[config.mk]
export PLATFORM = sky130hd
export DESIGN_NAME = minimig_rstseq
export DESIGN_NICKNAME = d
export VERILOG_FILES = /design/src/rtl/minimig_rstseq_pkg.sv /design/src/rtl/minimig_rstseq_chan.sv /design/src/rtl/minimig_rstseq.sv
export SDC_FILE = /design/constraint.sdc
export NUM_CORES = 1
export LEC_CHECK = 0
export BUFFER_PORTS_ARGS = -buffer_cell sky130_fd_sc_hd__buf_2
export CELL_PAD_IN_SITES_DETAIL_PLACEMENT = 0
export CELL_PAD_IN_SITES_GLOBAL_PLACEMENT = 1
export CORE_ASPECT_RATIO = 1.1
export CORE_UTILIZATION = 39
export DETAILED_ROUTE_END_ITERATION = 7
export GPL_TIMING_DRIVEN = 0
export PLACE_DENSITY = 0.8
export SYNTH_ARGS = -nofsm -noshare
export SYNTH_HDL_FRONTEND = slang
export SYNTH_SLANG_ARGS = --single-unit
[constraint.sdc]
create_clock -name clk -period 2.1 [get_ports clk]
set_clock_uncertainty 0.15 [all_clocks]
set_input_delay 0.105 -clock clk [delete_from_list [all_inputs] [get_ports clk]]
set_output_delay 0.105 -clock clk [all_outputs]
set_load 0.01 [all_outputs]
[src/rtl/minimig_rstseq_pkg.sv]
// minimig_rstseq_pkg: shared types and constants for the reset sequencer.
package minimig_rstseq_pkg;

  typedef enum logic [1:0] {
    ST_ASSERT  = 2'd0,
    ST_HOLD    = 2'd1,
    ST_RELEASE = 2'd2,
    ST_RUN     = 2'd3
  } state_e;

  localparam logic [1:0] CAUSE_POR  = 2'd0;
  localparam logic [1:0] CAUSE_MRST = 2'd1;
  localparam logic [1:0] CAUSE_BOOT = 2'd2;
  localparam logic [1:0] CAUSE_WDOG = 2'd3;

  localparam int WDOG_W = 16;

  // Bits needed to hold 0..maxv (at least one bit).
  function automatic int cnt_width(input int maxv);
    return (maxv < 2) ? 1 : $clog2(maxv + 1);
  endfunction

endpackage

[src/rtl/minimig_rstseq_chan.sv]
// minimig_rstseq_chan: one reset domain -- rst_out bit plus soft-reset stretch counter.
// Priority inside an enabled cycle: force_rst > release_rst > req > soft countdown.
module minimig_rstseq_chan
  import minimig_rstseq_pkg::*;
#(
  parameter int SOFT_LEN = 2
) (
  input  logic clk,
  input  logic reset,
  input  logic en,
  input  logic force_rst,
  input  logic release_rst,
  input  logic req,
  input  logic soft_run,
  input  logic cnt_en,
  output logic rst_out
);

  localparam int SW = cnt_width(SOFT_LEN);

  logic          rst_q, rst_d;
  logic [SW-1:0] soft_q, soft_d;

  // Next-state: full reset, staged release, or soft reset stretched SOFT_LEN pulses past req drop.
  always_comb begin
    rst_d  = rst_q;
    soft_d = soft_q;
    if (en) begin
      if (force_rst) begin
        rst_d  = 1'b1;
        soft_d = '0;
      end else if (release_rst) begin
        rst_d  = 1'b0;
        soft_d = '0;
      end else if (req) begin
        rst_d  = 1'b1;
        soft_d = SW'(SOFT_LEN);
      end else if (soft_run && rst_q && cnt_en) begin
        if (soft_q <= SW'(1)) begin
          rst_d  = 1'b0;
          soft_d = '0;
        end else begin
          soft_d = soft_q - SW'(1);
        end
      end
    end
  end

  // State registers; domain comes out of reset held.
  always_ff @(posedge clk) begin
    if (reset) begin
      rst_q  <= 1'b1;
      soft_q <= '0;
    end else begin
      rst_q  <= rst_d;
      soft_q <= soft_d;
    end
  end

  assign rst_out = rst_q;

endmodule

[src/rtl/minimig_rstseq.sv]
// minimig_rstseq: multi-domain reset sequencer (hold, staggered release, boot tracking,
// per-channel soft resets, reset cause). Optional watchdog: define MINIMIG_RSTSEQ_WDOG_EN.
module minimig_rstseq
  import minimig_rstseq_pkg::*;
#(
  parameter int CNT_W    = 3,
  parameter int NCH      = 4,
  parameter int STAGGER  = 2,
  parameter int SOFT_LEN = 2
) (
  input  logic           clk,
  input  logic           reset,
  input  logic           clk7_en,
  input  logic           cnt,
  input  logic           mrst,
  input  logic           bootdone,
  input  logic [NCH-1:0] chan_req,
  input  logic           wdog_kick,
  output logic [NCH-1:0] rst_out,
  output logic           boot,
  output logic           ready,
  output logic [1:0]     cause
);

  localparam int HOLD    = 2 ** (CNT_W - 1);
  localparam int STG_MAX = (NCH - 1) * STAGGER;
  localparam int SGW     = cnt_width(STG_MAX);

  state_e           state_q, state_d;
  logic [1:0]       cause_q, cause_d;
  logic             boot_q, boot_d;
  logic             ready_q, ready_d;
  logic [CNT_W-1:0] hold_q, hold_d;
  logic [SGW-1:0]   stg_q, stg_d, stg_next;
  logic [1:0]       mrst_sync_q, mrst_sync_d;
  logic             smrst, boot_trig, wdog_fire, force_all, soft_run;
  logic [NCH-1:0]   rel;

  assign smrst     = mrst_sync_q[1];
  assign boot_trig = (state_q == ST_RUN) && boot_q && bootdone;
  assign soft_run  = (state_q == ST_RUN);
  assign stg_next  = (stg_q >= SGW'(STG_MAX)) ? stg_q : stg_q + SGW'(1);

  // Two-stage synchroniser for the asynchronous master reset, advancing on enabled cycles only.
  always_comb begin
    mrst_sync_d = mrst_sync_q;
    if (clk7_en) mrst_sync_d = {mrst_sync_q[0], mrst};
  end

`ifdef MINIMIG_RSTSEQ_WDOG_EN
  logic [WDOG_W-1:0] wdog_q, wdog_d;

  // Watchdog fires on the pulse that would bring the count to all-ones; armed only in RUN.
  always_comb begin
    wdog_fire = clk7_en && (state_q == ST_RUN) && !smrst && !wdog_kick && cnt &&
                (wdog_q == {{(WDOG_W-1){1'b1}}, 1'b0});
    wdog_d = wdog_q;
    if (clk7_en) begin
      if (state_q != ST_RUN || smrst || wdog_fire || boot_trig || wdog_kick) wdog_d = '0;
      else if (cnt && wdog_q != '1) wdog_d = wdog_q + WDOG_W'(1);
    end
  end

  // Watchdog counter register.
  always_ff @(posedge clk) begin
    if (reset) wdog_q <= '0;
    else       wdog_q <= wdog_d;
  end
`else
  logic unused_wdog_kick;
  assign unused_wdog_kick = wdog_kick;
  assign wdog_fire        = 1'b0;
`endif

  // Sequencer next-state: full-reset causes by priority, then hold / staggered release.
  always_comb begin
    state_d   = state_q;
    cause_d   = cause_q;
    boot_d    = boot_q;
    hold_d    = hold_q;
    stg_d     = stg_q;
    rel       = '0;
    force_all = 1'b0;
    if (clk7_en) begin
      if (smrst || wdog_fire || boot_trig) begin
        state_d   = ST_ASSERT;
        force_all = 1'b1;
        hold_d    = '0;
        stg_d     = '0;
        cause_d   = smrst ? CAUSE_MRST : (wdog_fire ? CAUSE_WDOG : CAUSE_BOOT);
      end else begin
        unique case (state_q)
          ST_ASSERT: begin
            force_all = 1'b1;
            hold_d    = '0;
            stg_d     = '0;
            state_d   = ST_HOLD;
          end
          ST_HOLD: begin
            if (cnt) begin
              if (hold_q == CNT_W'(HOLD - 1)) begin
                state_d = ST_RELEASE;
                stg_d   = '0;
                for (int i = 0; i < NCH; i++)
                  if (i * STAGGER == 0) rel[i] = 1'b1;
              end else begin
                hold_d = hold_q + CNT_W'(1);
              end
            end
          end
          ST_RELEASE: begin
            if (stg_q >= SGW'(STG_MAX)) begin
              state_d = ST_RUN;
              // The sequence started by bootdone ends the boot phase.
              if (cause_q == CAUSE_BOOT) boot_d = 1'b0;
            end else if (cnt) begin
              stg_d = stg_next;
              for (int i = 0; i < NCH; i++)
                if (int'(stg_next) >= i * STAGGER) rel[i] = 1'b1;
            end
          end
          default: ;
        endcase
      end
    end
    ready_d = (state_d == ST_RUN);
  end

  // Sequencer registers with registered outputs.
  always_ff @(posedge clk) begin
    if (reset) begin
      state_q     <= ST_ASSERT;
      cause_q     <= CAUSE_POR;
      boot_q      <= 1'b1;
      ready_q     <= 1'b0;
      hold_q      <= '0;
      stg_q       <= '0;
      mrst_sync_q <= '0;
    end else begin
      state_q     <= state_d;
      cause_q     <= cause_d;
      boot_q      <= boot_d;
      ready_q     <= ready_d;
      hold_q      <= hold_d;
      stg_q       <= stg_d;
      mrst_sync_q <= mrst_sync_d;
    end
  end

  minimig_rstseq_chan #(.SOFT_LEN(SOFT_LEN)) u_chan [NCH-1:0] (
    .clk         (clk),
    .reset       (reset),
    .en          (clk7_en),
    .force_rst   (force_all),
    .release_rst (rel),
    .req         (chan_req & {NCH{soft_run}}),
    .soft_run    (soft_run),
    .cnt_en      (cnt),
    .rst_out     (rst_out)
  );

  assign boot  = boot_q;
  assign ready = ready_q;
  assign cause = cause_q;

endmodule

# == Word-level counts from Yosys, hierarchy flattened ==
# Cells that the tools add are included.
# totals
ff_bits,26
in_bits,11
output_inout_bits,8
wordCells,148
# classes
n_addsub,6
n_lt_le_gt_ge,8
eq_ne,11
mux,72
bitwise,2
n_reduce_logical,34
# op_table
cell,n
two-way mux 2 bit,26
nonzero test 4 bit,9
two-way mux 3 bit,10
two-way mux 1 bit,28
two-way mux 4 bit,4
"inequality test 3 bit, second input constant",5
AND reduction 3 bit,4
logical AND 1 bit,10
AND reduction 2 bit,5
">= comparator 3 bit, second input constant",3
case mux 3 bit (3 select lines),1
"== test 2 bit, second input constant",4
"<= comparator 2 x 1 -> 1 bit, second input constant",4
"subtractor 2 x 1 -> 2 bit, second input constant",4
"adder 3 x 1 -> 3 bit, second input constant",2
case mux 2 bit (3 select lines),1
case mux 3 bit (2 select lines),1
AND reduction 6 bit,1
AND reduction 5 bit,1
bitwise AND 4 bit,1
AND reduction 4 bit,1
"== test 3 x 2 -> 1 bit, second input constant",1
">= comparator 3 x 2 -> 1 bit, second input constant",1
nonzero test 3 bit,1
5 further kinds,5

# == Depth between registers and ports, before layout ==
# Gate-level depths: netlist of the first run.
# logic_depth
depth_word,11
ltp_mapped,8
depth_no_buf,7

# == Hierarchy ==
# A second synthesis of the first run with hierarchy kept.
# unflattened
cells_unflattened,177
hier_area_um2,1592.8
# modules_own_cells
mod,instances,cells_per_inst,area_per_inst_um2,seq_area_each_um2
minimig_rstseq,1,109,962.2,280.3
minimig_rstseq_chan,4,17,157.7,60.1

# == Worst setup path after synthesis of the first run ==
# OpenSTA, ideal clock, no wires.
# synth_path
path_kind,register to register
from,register stg_q[1]
to,register u_chan[1].soft_q[0]
setup_time_ps,117
arrival_time_ps,1745
t_required_ps,1833
path_slack_ps,88
path_stages_with_launch,7
n_path_buf,0
period_less_slack_ps,2012
cell_sequence,dfxtp_1 ha_1 and4bb_2 o21a_1 o41ai_4 o22ai_2 a22o_1
# synth_via
elab_chain_cells,11
elab_cells_between_ends,14
cone_classes,1 x add/sub; 2 x order compare; 9 x mux; 2 x reduce/logical
# synth_lines
item,line_no,source
from (decl),minimig_rstseq.sv:34,"logic [SGW-1:0] stg_q, stg_d, stg_next;"
from (signal assigned),minimig_rstseq.sv:145,stg_q <= stg_d;
adder 3 x 1 -> 3 bit / >= comparator 3 bit (equally long branches),"minimig_rstseq.sv:42, minimig_rstseq.sv:112",
two-way mux 3 bit,minimig_rstseq.sv:42,assign stg_next = (stg_q >= SGW'(STG_MAX)) ? stg_q : stg_q + SGW'(1);
>= comparator 3 x 2 -> 1 bit,minimig_rstseq.sv:119,if (int'(stg_next) >= i * STAGGER) rel[i] = 1'b1;
two-way mux 1 bit,minimig_rstseq.sv:119,
two-way mux 4 bit,minimig_rstseq.sv:116,end else if (cnt) begin
two-way mux 4 bit (*),minimig_rstseq.sv:112,if (stg_q >= SGW'(STG_MAX)) begin
two-way mux 3 bit (*),minimig_rstseq.sv:92,unique case (state_q)
two-way mux 4 bit (*),minimig_rstseq.sv:85,if (smrst || wdog_fire || boot_trig) begin
two-way mux 4 bit (*),minimig_rstseq.sv:84,if (clk7_en) begin
nonzero test 4 bit (no line) / two-way mux 2 bit (equally long branches),--,
AND reduction 2 bit (no line) / two-way mux 2 bit (equally long branches),--,
to (signal assigned),minimig_rstseq_chan.sv:56,soft_q <= soft_d;
to (decl),minimig_rstseq_chan.sv:22,"logic [SW-1:0] soft_q, soft_d;"
# Mark *: on every way between the ends. The rest lies on a longest branch, timed or not.
# A chain may end at the register's enable or synchronous reset.

# == Worst setup path in the final report of the first run ==
# layout_path
from,register state_q[0]
to,register u_chan[1].rst_q
# layout_via
elab_chain_cells,8
elab_cells_between_ends,21
cone_classes,2 x eq/ne; 9 x mux; 1 x bitwise; 9 x reduce/logical
# layout_lines
item,line_no,source
from (decl),minimig_rstseq.sv:29,"state_e state_q, state_d;"
from (signal assigned),minimig_rstseq.sv:140,state_q <= state_d;
== test 2 bit,"minimig_rstseq.sv:40, minimig_rstseq.sv:41",
logical AND 1 bit (2 in a row),minimig_rstseq.sv:40,assign boot_trig = (state_q == ST_RUN) && boot_q && bootdone;
logical OR 1 bit,minimig_rstseq.sv:85,
two-way mux 1 bit / two-way mux 4 bit (equally long branches),minimig_rstseq.sv:85,
two-way mux 1 bit / two-way mux 4 bit (equally long branches),minimig_rstseq.sv:84,
nonzero test 4 bit (no line) / two-way mux 1 bit (equally long branches),--,
AND reduction 3 bit (no line) / two-way mux 1 bit (equally long branches),--,
to (signal assigned),minimig_rstseq_chan.sv:55,rst_q <= rst_d;
to (decl),minimig_rstseq_chan.sv:21,"logic rst_q, rst_d;"
# Parallel ways exist; a longest one is shown, timed or not.

==> flow_summary.toml, run 1 <==
[power]
powerDensity_mw_per_mm2 = 515.0
leakagePower_nw = 0.7450
irDropWorstVdd_v = 0.0002733

[synthesis]
synth_edf_count = 0
syn_area_per_cell_sq_um = 8.167
syn_inst = 203
yosys_register_bits = 26
share_of_the_synthesized_area_in_the_top_cell_type_pct = 31.40
synth.lib_cells_used.distinct = 56
ys_warn_count = 0
netlist.top_cell.by_area = "sky130_fd_sc_hd__dfxtp_1"
synth.top_cells.by_area = "sky130_fd_sc_hd__dfxtp_1, sky130_fd_sc_hd__ha_1, sky130_fd_sc_hd__nand2_1"
yosysSeqAreaShare_pct = 31.40
combined_area_of_all_synthesized_cells_sq_mm = 0.001658
synth_nets = 224
synthArstFlopShare_pct = 0
synth_top_flop_cell = "sky130_fd_sc_hd__dfxtp_1"

[global_route]
groute.usage.overall_pct = 19.71
antenna_violations_before_repair = 0
grt_max_degree = 15
global_route.overflow_total = 0
global_route_wire_length_before_repair_mm = 6.996
grt_pass1_vias = 1499

[timing]
timing.final.crit_share_pct = 97.59
max_freq_mhz = 487.9
final-hold-violation-count = 0
rsz_0062_raised_after_global_routing = "yes"
setup_viol_count_final = 0
worst_slew_margin_rel_pct = 61.79
setup_slack_ps = 50.55
worst_pin_slew_ps = 573.2
setup_tns_final_ps = 0
finalCriticalPeriod_ps = 2049
drv_slew = 0

[cells_and_area]
layout.nets = 253
flow.area_growth_from_synthesis_pct = 21.21
final_area_sq_mm = 0.002009
non_filler_cells_final = 283
share_of_layout_cells_above_drive_strength_1_pct = 23.81
antenna_cells_inserted = 0

[detailed_routing]
detailroute.via_count = 1563
wl_per_cell_microns = 14.37
route.detailed.drc = 0
wl_mm = 4.068
drtAntennaViolNets = 0
drt-initial-drc-count = 102
detail_route.vias_per_cell = 5.523
drt-pass1-iter-count = 4

[placement]
placed_cell_area_sq_mm = 0.001803
final_weighted_congestion_in_routability_driven_placement = 0.7962
portBuffers = 16
post-place-cells = 271
dp_slack_ps = -141.5
dp_hpwl_mm = 2.824

[setup_path]
cp-end-kind = "flip-flop"
r2r.worst_path.cells = 8
path_cells = "clkinvlp_4 -> ha_1 -> a311o_1 -> a21oi_4 -> o41ai_4 -> buf_4 -> o22ai_2 -> a32oi_1"
crit_type = "reg2reg"
critical_path.max_stage_delay_ps = 400
cp_slowest_cell = "sky130_fd_sc_hd__dfxtp_4"
maximum_fanout_count_along_the_critical_path = 6
cp.arrival_ps = 2030
worst-endpoint-required_ps = 2080
worstSetupStartpointType = "flip-flop"

[cts]
cts.path.max_buffers = 2
tritoncts.num_buffers = 3
clkLatencyLatePin_ps = 280
clock_tree_from_tritoncts = "yes"
worst_setup_hold_path_clk_slew_ps = 90
clock-sinks = 26
cts_root_buffer = "sky130_fd_sc_hd__clkbuf_8"
h-tree-depth = 1

[die]
starting_density_pct = 41.20
fp.coreArea_sq_mm = 0.004024
die_w_microns = 64.17
fp.dieArea_sq_mm = 0.004516
io_pins = 19
die-height_microns = 70.38
rows = 24

[worst_hold_path]
hold_path_depth = 4
worstHoldPathType = "in2reg"

[job]
cap_violations = 0

[outcome]
run_status = "finished, final reports clean"
## routing by layer
layer  routed length, microns  track usage [%]  vias up  share of wire (%)
met4                       67            6.667        0                1.6
met2                     1864            31.44       28                 46
met3                      114            2.451        7                2.8
met5                        0                0        -                  0
met1                     2021            27.19      732                 50
li1                         -                -      796                  -
## what timing repair did
action | 4_1_cts | 5_1_grt
resized for setup | 13 | 8
setup buffers | 3 | 1
endpoints found under the hold margin | 4 | 0
pin swaps | 4 | 2
hold buffers | 4 | 0
cloned | 0 | 0
setup endpoints to repair | 7 | 10
## power breakdown
group	leakage, nW	switching [mW]	internal (mW)
Clock	0.0288	0.169	0.168
Sequential	0.213	0.0145	0.502
Combinational	0.503	0.103	0.0790
## cell type report
class	count	area [sq um]
Timing Repair Buffer	24	150.1
Clock buffer	4	55.05
Buffer	13	77.57
Inverter	9	37.54
Multi-Input combinational cell	155	1091
Sequential cell	26	533.0
Fill cell	414	2014
Tap cell	52	65.06
## cell usage after synthesis (3+ instances only)
master                     number
sky130_fd_sc_hd__or3_1          3
sky130_fd_sc_hd__buf_4          4
sky130_fd_sc_hd__o211ai_1       4
sky130_fd_sc_hd__a211oi_1       3
sky130_fd_sc_hd__ha_1          10
sky130_fd_sc_hd__nand2b_1       3
sky130_fd_sc_hd__o21ai_0       14
sky130_fd_sc_hd__nand2_1       29
sky130_fd_sc_hd__nor3_1         4
sky130_fd_sc_hd__and2_1         3
sky130_fd_sc_hd__a21oi_1       16
sky130_fd_sc_hd__buf_2          3
sky130_fd_sc_hd__inv_1          9
sky130_fd_sc_hd__clkbuf_1       3
sky130_fd_sc_hd__dfxtp_1       26
sky130_fd_sc_hd__nor2_1        15
sky130_fd_sc_hd__nand3_1        4
## path summary, 6_finish.rpt
path                    start                end  slack, ps
setup reg to reg   state_q[0]  u_chan[1].rst_out         50
hold reg to reg     hold_q[1]          hold_q[1]        310
hold / removal    chan_req[2]  u_chan[2].rst_out         30
setup / recovery   state_q[0]  u_chan[1].rst_out         50
## through the flow
step	power [mW]	hold WS [ps]	utilization (%)
floorplan	0.6360	102.2	-
global placement	0.6793	194.0	44.81
detailed placement	0.6799	201.4	44.81
CTS	1.027	31.25	48.79
global route	1.081	56.79	49.94
finish	1.035	32.91	49.94
## logic make-up (layout without fill, tap and decap cells)
group	count (synthesis)	count (layout)	synth area share, %
DFF	26	26	31.40
muxes	3	3	1.887
xor gates and xnor gates	1	1	0.5284
and+or+nand+nor	74	74	22.19
buffers and inverters	22	50	6.566
adders and majority gates	10	10	7.547
AOI/OAI and AO/OA	67	67	29.89
## registers in the layout (all words and copies together), names as in the netlist
name,flops
state_q,2
cause,2
mrst_sync_q,2
u_chan.soft_q,8
ready,1
u_chan.rst_out,4
hold_q,3
boot,1
stg_q,3
## worst max-delay path, delay by kind of cell (launching register included)
kind / cells / cell delay [ps]
adders and majority gates: 1 / 250
DFF: 1 / 400
buffers and inverters: 2 / 310
AOI/OAI and AO/OA: 5 / 790
## cells in the final DEF (no fill, tap or decap), types with 3 or more instances in the layout
cell / netlist / final
sky130_fd_sc_hd__a211oi_1: 3 / 3
sky130_fd_sc_hd__a21oi_1: 16 / 16
sky130_fd_sc_hd__and2_1: 3 / 3
sky130_fd_sc_hd__buf_2: 3 / 18
sky130_fd_sc_hd__buf_4: 4 / 9
sky130_fd_sc_hd__clkbuf_1: 3 / 3
sky130_fd_sc_hd__clkbuf_8: 0 / 4
sky130_fd_sc_hd__dfxtp_1: 26 / 22
sky130_fd_sc_hd__dfxtp_4: 0 / 3
sky130_fd_sc_hd__dlygate4sd3_1: 0 / 4
sky130_fd_sc_hd__ha_1: 10 / 6
sky130_fd_sc_hd__inv_1: 9 / 7
sky130_fd_sc_hd__nand2_1: 29 / 29
sky130_fd_sc_hd__nand2b_1: 3 / 3
sky130_fd_sc_hd__nand3_1: 4 / 4
sky130_fd_sc_hd__nor2_1: 15 / 15
sky130_fd_sc_hd__nor3_1: 4 / 4
sky130_fd_sc_hd__o211ai_1: 4 / 4
sky130_fd_sc_hd__o21ai_0: 14 / 14
sky130_fd_sc_hd__or3_1: 3 / 3
(Power assumes the default switching activity.)
==> run 2: changes to the inputs <==
- CAP_MARGIN: default -> 20
- PLACE_DENSITY: 0.8 -> default
- PLACE_DENSITY_LB_ADDON: default -> 0.2
==> flow_summary.toml, run 2 (same netlist as run 1, synthesis figures left out) <==
[outcome]
run_status = "finished, final reports clean"

[power]
power.share.switching_pct = 25.74
irDropWorstVdd_v = 0.0003306
switchingPower_mw = 0.2887
leakagePower_nw = 0.7549
power.clock.fraction_pct = 38.3
combinationalPowerShare_pct = 15.8
powerDensity_mw_per_mm2 = 554.5
power.sequential.fraction_pct = 45.9
internal-power_mw = 0.8331

[cts]
cts.path.max_buffers = 2
worst_setup_hold_path_clk_slew_ps = 100
clock-sinks = 26
h-tree-depth = 1
clkLatencyLatePin_ps = 280
tritoncts.num_buffers = 3
cts_root_buffer = "sky130_fd_sc_hd__clkbuf_8"
clock_tree_from_tritoncts = "yes"

[setup_path]
cp_slowest_cell = "sky130_fd_sc_hd__dfxtp_4"
cp.arrival_ps = 2050
path_cells = "inv_1 -> ha_1 -> a311o_1 -> a21oi_4 -> o41ai_4 -> buf_4 -> o22ai_1 -> a32oi_1"
worst-endpoint-required_ps = 2090
critical_path.max_stage_delay_ps = 380
crit_type = "reg2reg"
maximum_fanout_count_along_the_critical_path = 6
cp-end-kind = "flip-flop"
worstSetupStartpointType = "flip-flop"

[global_route]
grt_pass1_vias = 1656
global_route.overflow_total = 0
groute.usage.overall_pct = 20.45
global_route_wire_length_before_repair_mm = 7.403
antenna_violations_before_repair = 0
grt_max_degree = 16

[timing]
max_freq_mhz = 487.4
rsz_0062_raised_after_global_routing = "yes"
finalCriticalPeriod_ps = 2052
final-hold-violation-count = 0
timing.final.crit_share_pct = 97.69
drv_slew = 0
worst_pin_slew_ps = 627.2
setup_tns_final_ps = 0
setup_viol_count_final = 0
worst_slew_margin_rel_pct = 58.19

[cells_and_area]
layout_common_cells = "sky130_fd_sc_hd__nand2_1, sky130_fd_sc_hd__dfxtp_1, sky130_fd_sc_hd__buf_2"
top_register = "u_chan.soft_q"
final_area_sq_mm = 0.002023
antenna_cells_inserted = 0
flow.area_growth_from_synthesis_pct = 22.04
most_common_library_cell_in_the_layout_ignoring_fill_and_taps = "sky130_fd_sc_hd__nand2_1"
share_of_layout_cells_above_drive_strength_1_pct = 24.24
layout.nets = 253
utilization_pct = 50.28
largest_register_ff_count = 8

[detailed_routing]
drtAntennaViolNets = 0
drt-pass1-iter-count = 4
drt-initial-drc-count = 92
detail_route.vias_per_cell = 5.756
route.detailed.drc = 0
wl_per_cell_microns = 14.84
wl_mm = 4.199
detailroute.via_count = 1629

[die]
io_pins = 19
die_w_microns = 64.17
fp.dieArea_sq_mm = 0.004516
fp.coreArea_sq_mm = 0.004024
starting_density_pct = 41.20
die-height_microns = 70.38
rows = 24

[placement]
final_weighted_congestion_in_routability_driven_placement = 0.8439
placed_cell_area_sq_mm = 0.001803
portBuffers = 16
dp_hpwl_mm = 3.088

[job]
cap_violations = 0

[worst_hold_path]
worstHoldPathType = "in2reg"
-- run 2: final timing paths --
check	startpoint	endpoint	slack [ps]	cells past startpoint
setup reg to reg	state_q[0]	u_chan[1].rst_out	50	8
hold / removal	chan_req[2]	u_chan[2].rst_out	40	4
hold reg to reg	hold_q[2]	hold_q[2]	310	2
setup / recovery	state_q[0]	u_chan[1].rst_out	50	8
-- run 2: power by group through the flow --
stage,combinational (mW),clock (mW),sequential (mW)
2_1_floorplan,0.112,0,0.524
3_3_place_gp,0.152,0,0.526
3_5_place_dp,0.155,0,0.527
4_1_cts,0.170,0.439,0.516
5_1_grt,0.196,0.458,0.517
6_report,0.177,0.429,0.515
-- run 2: what timing repair did --
action | CTS | global route
pin swaps | 4 | 5
setup buffers | 4 | 0
endpoints found under the hold margin | 4 | 0
hold buffers | 4 | 0
setup endpoints to repair | 7 | 10
resized for setup | 11 | 10
-- run 2: final cells by class --
type                            count  area (sq um)
Inverter                            9         33.78
Tap cell                           52         65.06
Fill cell                         425          2001
Sequential cell                    26         530.5
Buffer                             13         81.33
Clock inverter                      1         30.03
Timing Repair Buffer               24         150.1
Multi-Input combinational cell    155          1091
Clock buffer                        3         41.29
-- run 2: worst max-delay path: cells and delay by family, from the launching register on --
family | cells | cell delay [ps]
fa+ha+maj | 1 | 270
flops | 1 | 380
compound gates | 5 | 820
buf+inv | 2 | 290
-- run 2: through the flow --
| stage | power, mW | instances | hold WS, ps | worst slack [ps] |
|---|---|---|---|---|
| after detailed placement | 0.6817 | 271 | 237.9 | -104.5 |
| final | 1.122 | 283 | 38.62 | 48.45 |
| after global routing | 1.172 | 283 | 74.83 | -46.83 |
| after CTS | 1.124 | 283 | 36.80 | 19.03 |
| after floorplan | 0.6360 | 203 | 102.2 | 88.35 |
| after global placement | 0.6779 | 271 | 193.9 | -97.82 |
-- run 2: layer usage --
layer | GRT usage [%] | part of all wire, % | up-vias
li1 | - | - | 793
met2 | 37.12 | 50 | 27
met3 | 2.124 | 3.1 | 6
met5 | 0 | 0 | -
met4 | 5.185 | 1.3 | 0
met1 | 25.40 | 46 | 803
